[config.mk]
export PLATFORM = sky130hd
export DESIGN_NAME = key_sync_debounce
export DESIGN_NICKNAME = d
export VERILOG_FILES = /design/src/rtl/key_sync_debounce_pkg.sv /design/src/rtl/key_sync_debounce_cell.sv /design/src/rtl/key_sync_debounce.sv
export SDC_FILE = /design/constraint.sdc
export NUM_CORES = 1
export LEC_CHECK = 0
export ABC_CLOCK_PERIOD_IN_PS = 3500
export CORE_UTILIZATION = 45
export CTS_BUF_LIST = sky130_fd_sc_hd__clkbuf_16
export DETAILED_ROUTE_END_ITERATION = 7
export GPL_TIMING_DRIVEN = 0
export PLACE_DENSITY = 0.7
export SLEW_MARGIN = 20
export SYNTH_ARGS = -nofsm -noshare
export SYNTH_HDL_FRONTEND = slang
export SYNTH_HIERARCHICAL = 1
export SYNTH_SLANG_ARGS = --single-unit
[constraint.sdc]
create_clock -name clk -period 3.5 [get_ports clk]
set_input_delay 0.7 -clock clk [delete_from_list [all_inputs] [get_ports clk]]
set_output_delay 0.7 -clock clk [all_outputs]
set_load 0.05 [all_outputs]
[src/rtl/key_sync_debounce_pkg.sv]
// Shared keypad constants for the row input conditioner and its single-channel cell.
// Rows idle high through pull-ups, so a pressed key reads 0.
package key_sync_debounce_pkg;

  localparam int KP_ROWS             = 4;
  localparam int KP_COLS             = 4;
  localparam int KP_DEBOUNCE_DEFAULT = 3;
  localparam int KP_SYNC_DEFAULT     = 2;
  localparam logic [KP_ROWS-1:0] KP_ROW_IDLE = 4'b1111;

  // Counter must be able to hold 0..DEBOUNCE_CNT without wrapping.
  function automatic int cntWidth(input int debounceCnt);
    return (debounceCnt < 1) ? 1 : $clog2(debounceCnt + 1);
  endfunction

endpackage

[src/rtl/key_sync_debounce_cell.sv]
// One keypad row: synchronizer chain, debounce counter, registered q/qbar and rise/fall pulses.
// pulseNext_o exposes next-cycle pulse state so the top can register 'changed' alongside the pulses.
module key_debounce_cell
  import key_sync_debounce_pkg::*;
#(
  parameter int   SYNC_STAGES  = KP_SYNC_DEFAULT,
  parameter int   DEBOUNCE_CNT = KP_DEBOUNCE_DEFAULT,
  parameter logic RESET_VAL    = 1'b1
) (
  input  logic clk,
  input  logic rst,
  input  logic enable,
  input  logic d_i,
  output logic q_o,
  output logic qbar_o,
  output logic rise_o,
  output logic fall_o,
  output logic pulseNext_o
);

  localparam int CNT_W = cntWidth(DEBOUNCE_CNT);
  localparam logic [CNT_W-1:0] CNT_LAST = CNT_W'(DEBOUNCE_CNT - 1);

  logic [SYNC_STAGES-1:0] syncQ, syncD;
  logic [CNT_W-1:0]       cntQ, cntD;
  logic levelQ, levelD, levelBarQ, levelBarD;
  logic riseQ, riseD, fallQ, fallD;
  logic syncOut;

  assign syncOut = syncQ[SYNC_STAGES-1];

  // The chain shifts every clock; only the counter and level wait for the sample tick.
  always_comb begin
    syncD     = {syncQ[SYNC_STAGES-2:0], d_i};
    cntD      = cntQ;
    levelD    = levelQ;
    levelBarD = levelBarQ;
    riseD     = 1'b0;
    fallD     = 1'b0;
    if (enable) begin
      if (syncOut == levelQ) begin
        cntD = '0;
      end else if (cntQ == CNT_LAST) begin
        levelD    = syncOut;
        levelBarD = ~syncOut;
        cntD      = '0;
        riseD     = syncOut;
        fallD     = ~syncOut;
      end else begin
        cntD = cntQ + CNT_W'(1);
      end
    end
  end

  always_ff @(posedge clk) begin
    if (!rst) begin
      syncQ     <= {SYNC_STAGES{RESET_VAL}};
      cntQ      <= '0;
      levelQ    <= RESET_VAL;
      levelBarQ <= ~RESET_VAL;
      riseQ     <= 1'b0;
      fallQ     <= 1'b0;
    end else begin
      syncQ     <= syncD;
      cntQ      <= cntD;
      levelQ    <= levelD;
      levelBarQ <= levelBarD;
      riseQ     <= riseD;
      fallQ     <= fallD;
    end
  end

  assign q_o         = levelQ;
  assign qbar_o      = levelBarQ;
  assign rise_o      = riseQ;
  assign fall_o      = fallQ;
  assign pulseNext_o = riseD | fallD;

endmodule

[src/rtl/key_sync_debounce.sv]
// Multi-channel keypad row conditioner: WIDTH independent debounce cells
// plus a single registered 'changed' flag covering all channel pulses.
module key_sync_debounce
  import key_sync_debounce_pkg::*;
#(
  parameter int               WIDTH        = KP_ROWS,
  parameter int               SYNC_STAGES  = KP_SYNC_DEFAULT,
  parameter int               DEBOUNCE_CNT = KP_DEBOUNCE_DEFAULT,
  parameter logic [WIDTH-1:0] RESET_VAL    = WIDTH'(KP_ROW_IDLE)
) (
  input  logic             clk,
  input  logic             rst,
  input  logic             enable,
  input  logic [WIDTH-1:0] d,
  output logic [WIDTH-1:0] q,
  output logic [WIDTH-1:0] qbar,
  output logic [WIDTH-1:0] rise,
  output logic [WIDTH-1:0] fall,
  output logic             changed
);

  logic [WIDTH-1:0] pulseNext;
  logic             changedQ;

  for (genvar i = 0; i < WIDTH; i++) begin : gCell
    key_debounce_cell #(
      .SYNC_STAGES (SYNC_STAGES),
      .DEBOUNCE_CNT(DEBOUNCE_CNT),
      .RESET_VAL   (RESET_VAL[i])
    ) uCell (
      .clk        (clk),
      .rst        (rst),
      .enable     (enable),
      .d_i        (d[i]),
      .q_o        (q[i]),
      .qbar_o     (qbar[i]),
      .rise_o     (rise[i]),
      .fall_o     (fall[i]),
      .pulseNext_o(pulseNext[i])
    );
  end

  // Built from the cells' next-state pulses so it lands in the same cycle as rise/fall.
  always_ff @(posedge clk) begin
    if (!rst) begin
      changedQ <= 1'b0;
    end else begin
      changedQ <= |pulseNext;
    end
  end

  assign changed = changedQ;

endmodule

==> results.md <==
* Status: finished clean
* Syn_nets at approximately 130
* Slew Limit Fails at 0
* Post-Synth Simple-Gate Area at roughly 27%
* Initial core utilization at 47.9%
* Adder-Cell Fraction of Synth Area at 0%
* ANT cells at 0
* Switching Fraction at between 10% and 20%
* Root Driver: clkbuf_16
* Seq/Total Area, Yosys at between 40% and 50%
* Max clock buf depth at 2
* Post_cts resized at 0
* # setup viols final at 0
* Combined flip-flop and latch cell area at 661 sq um
* CP endpoint kind: flip-flop
* Crit path required time at 3.65 ns
* Post-CTS Setup Bufs at 0
* Die width at 56.4 um
* Hpwl dp at 1.41 mm
* Worst-Margin Slew at 1.02 ns
* Total number of vias at 923
* DRC at 0
* Layout area overhead at 30.1%
* IO buf count at 23
* Largest family of logic cells by synthesized area: simple AND/OR/NAND/NOR gates
* Clock sinks at 33
* Cell row count at 19
* Clock slew at reported path FFs at 0.05 ns
* Syn Area/Cell at 10.9 sq um
* XOR/XNOR share of the synthesized area at between 2 and 3%
* Max_cap viols at 0
* Area occupied by multi-input gates at 612 sq um
* First-pass GRT wire length at 3.55 mm
* Nets at 159
* DR vias/cell at 5.04
* Leakage at 0.688 nW
* Initial antenna violation count at 0
* Initial drt markers at 22
* Gpl congestion at 0.696
* Ports at 24
* Setup Skew at a little over 0.002 ns
* Arr. time, crit path at 2.45 ns
* Minimum clock period at 2.30 ns
* Routed Wire Length at between 2 and 2.5 mm
* Hold depth at 1
* WHS Endpoint: gCell[2].uCell/syncQ[1]
* TritonCTS clock tree: done
* Combinational power share at 3.5%
* Flop pwr share at 48.2%
* Global Route Usage Sum at ~15%
* Cell Area, Synth at roughly 1300 sq um
* Worst hold path type: reg -> reg
* Share of layout cells above drive strength 1 at between 10% and 20%
* Synth unique cells at 20
* Total of warnings raised by yosys at 6
* Post-synthesis compound-gate area fraction at a little over an eighth
* Skew-Pair Late Insertion Delay at ~0.27 ns
* Post-route setup TNS at 0 ns
* Post-route ant nets at 0
* RSZ-0062 raised after global routing: no
* FF-to-FF End: changed
* Worst R2R Path Depth at 3
* Max Fclk at 435 MHz
* Worst-path maximum fanout at 20
* CORE AREA at around 2800 sq um
* Hold WS at roughly 0.40 ns
* WL per Instance at roughly 11 um
* Die Y at 56.4 um
* Worst Setup Path Type: in -> reg
* #FFs+latches synth at 33
* Clock share of power at roughly 48%
* H-tree depth at 2
* Die Area at 3180 sq um
* VDD IR max at roughly 380 uV
* PD cells at about 460 nW/um^2
* Grt ovf at 0
* Internal power contribution at 0.649 mW
* Mux cell area share after synthesis at 3.00%
* CTS buffer count at 5
* Max-slew headroom at about 32%
* Largest net degree at the start of global routing at 34
* Tcrit/Tclk final at roughly two thirds
* Syn Inst Count at 122
* First-pass iteration count of the detailed router at 3
* Tot Pwr at 0.799 mW
* Reg2Reg Setup Slack at 2.07 ns
* Worst hold start: gCell[2].uCell/syncQ[0]
* Fillers at approximately 250
* Psw at 0.150 mW
* Hold buffer count at CTS at 0
* Hold Fails Final Rpt at 0
* Vias in the first global route at 864
* Worst Setup Start Kind: primary input
* R2r startpoint: gCell[0].uCell/q_o
registers in the layout, summed over array words and instances (netlist names):
name	cells
gCell.uCell/cntQ	8
gCell.uCell/syncQ	8
gCell.uCell/fall_o	4
gCell.uCell/q_o	4
gCell.uCell/qbar_o	4
gCell.uCell/rise_o	4
changed	1
final cells by class:
| type | count | area share [%] |
|---|---|---|
| flip-flops and latches | 33 | 38.1 |
| multi-input cells | 81 | 35.3 |
| repair buffers | 23 | 13.3 |
| clock buffers | 5 | 7.22 |
| plain buffers | 4 | 2.60 |
| well taps | 31 | 2.24 |
| inverters | 4 | 0.866 |
| clock inverters | 2 | 0.433 |
layout by cell type (no fill, tap or decap):
cell             count
dfxtp_1             33
clkdlybuf4s50_1     23
nand2b_1             8
nand2_1              8
nor2b_1              8
o21a_1               8
clkbuf_16            5
inv_1                5
xnor2_1              4
and3b_1              4
buf_6                4
and2b_2              4
nor3_1               4
mux2i_1              4
nor2_1               4
a21oi_2              4
o21ai_0              4
a211oi_2             4
and3_1               4
and4_2               4
nor4b_2              4
o41a_1               1
clkinv_1             1
metrics by stage:
stage	utilization [%]	cells	cell area (sq um)	setup WS (ns)
after global placement	57.6	176	1600	0.954
final	62.3	183	1730	1.20
after CTS	62.3	183	1730	1.20
after global routing	62.3	183	1730	1.10
after floorplan	-	122	1330	1.83
after detailed placement	57.6	176	1600	0.916
power groups by stage:
stage / clock network (mW) / registers, mW / logic, mW
floorplan: 0 / 0.392 / 0.0130
CTS: 0.400 / 0.385 / 0.0287
detailed placement: 0 / 0.393 / 0.0287
global placement: 0 / 0.393 / 0.0274
global route: 0.419 / 0.386 / 0.0312
finish: 0.386 / 0.385 / 0.0283
how the worst max path moves through the flow:
| stage | start | to |
|---|---|---|
| global placement | enable | changed |
| finish | enable | changed |
| CTS | enable | changed |
| floorplan | enable | changed |
| global route | enable | changed |
| detailed placement | enable | changed |
synth_stat cells:
cell | number | share of area [%]
nand2_1 | 8 | 2.3
inv_1 | 4 | 1.1
and3b_1 | 4 | 2.6
o21ai_0 | 4 | 1.5
nand2b_1 | 8 | 3.8
and2b_2 | 4 | 2.6
and4_2 | 4 | 3.0
nor2b_1 | 8 | 3.8
mux2i_1 | 4 | 3.0
o21a_1 | 8 | 4.5
nor4b_2 | 4 | 4.5
and3_1 | 4 | 1.9
dfxtp_1 | 33 | 50
a21oi_2 | 4 | 2.6
nor3_1 | 4 | 1.5
a211oi_2 | 4 | 3.8
buf_6 | 4 | 3.4
nor2_1 | 4 | 1.1
o41a_1 | 1 | 0.85
xnor2_1 | 4 | 2.6
kinds of logic after synthesis:
family                    after synthesis
buffers and inverters                   8
and+or+nand+nor                        52
xor gates and xnor gates                4
AOI/OAI and AO/OA                      21
muxes                                   4
DFF                                    33
routing by layer:
metal	share of wire (%)	GRT usage (%)
met2	49	26.2
met1	46	15.2
met4	1.3	9.41
met3	3.6	5.07
met5	0	0
worst max-delay path, stage by stage:
cell	delay, ns
clkdlybuf4s50_1	0.70
and3b_1	0.33
buf_6	0.13
and2b_2	0.18
o41a_1	0.41
(Power assumes the default switching activity.)
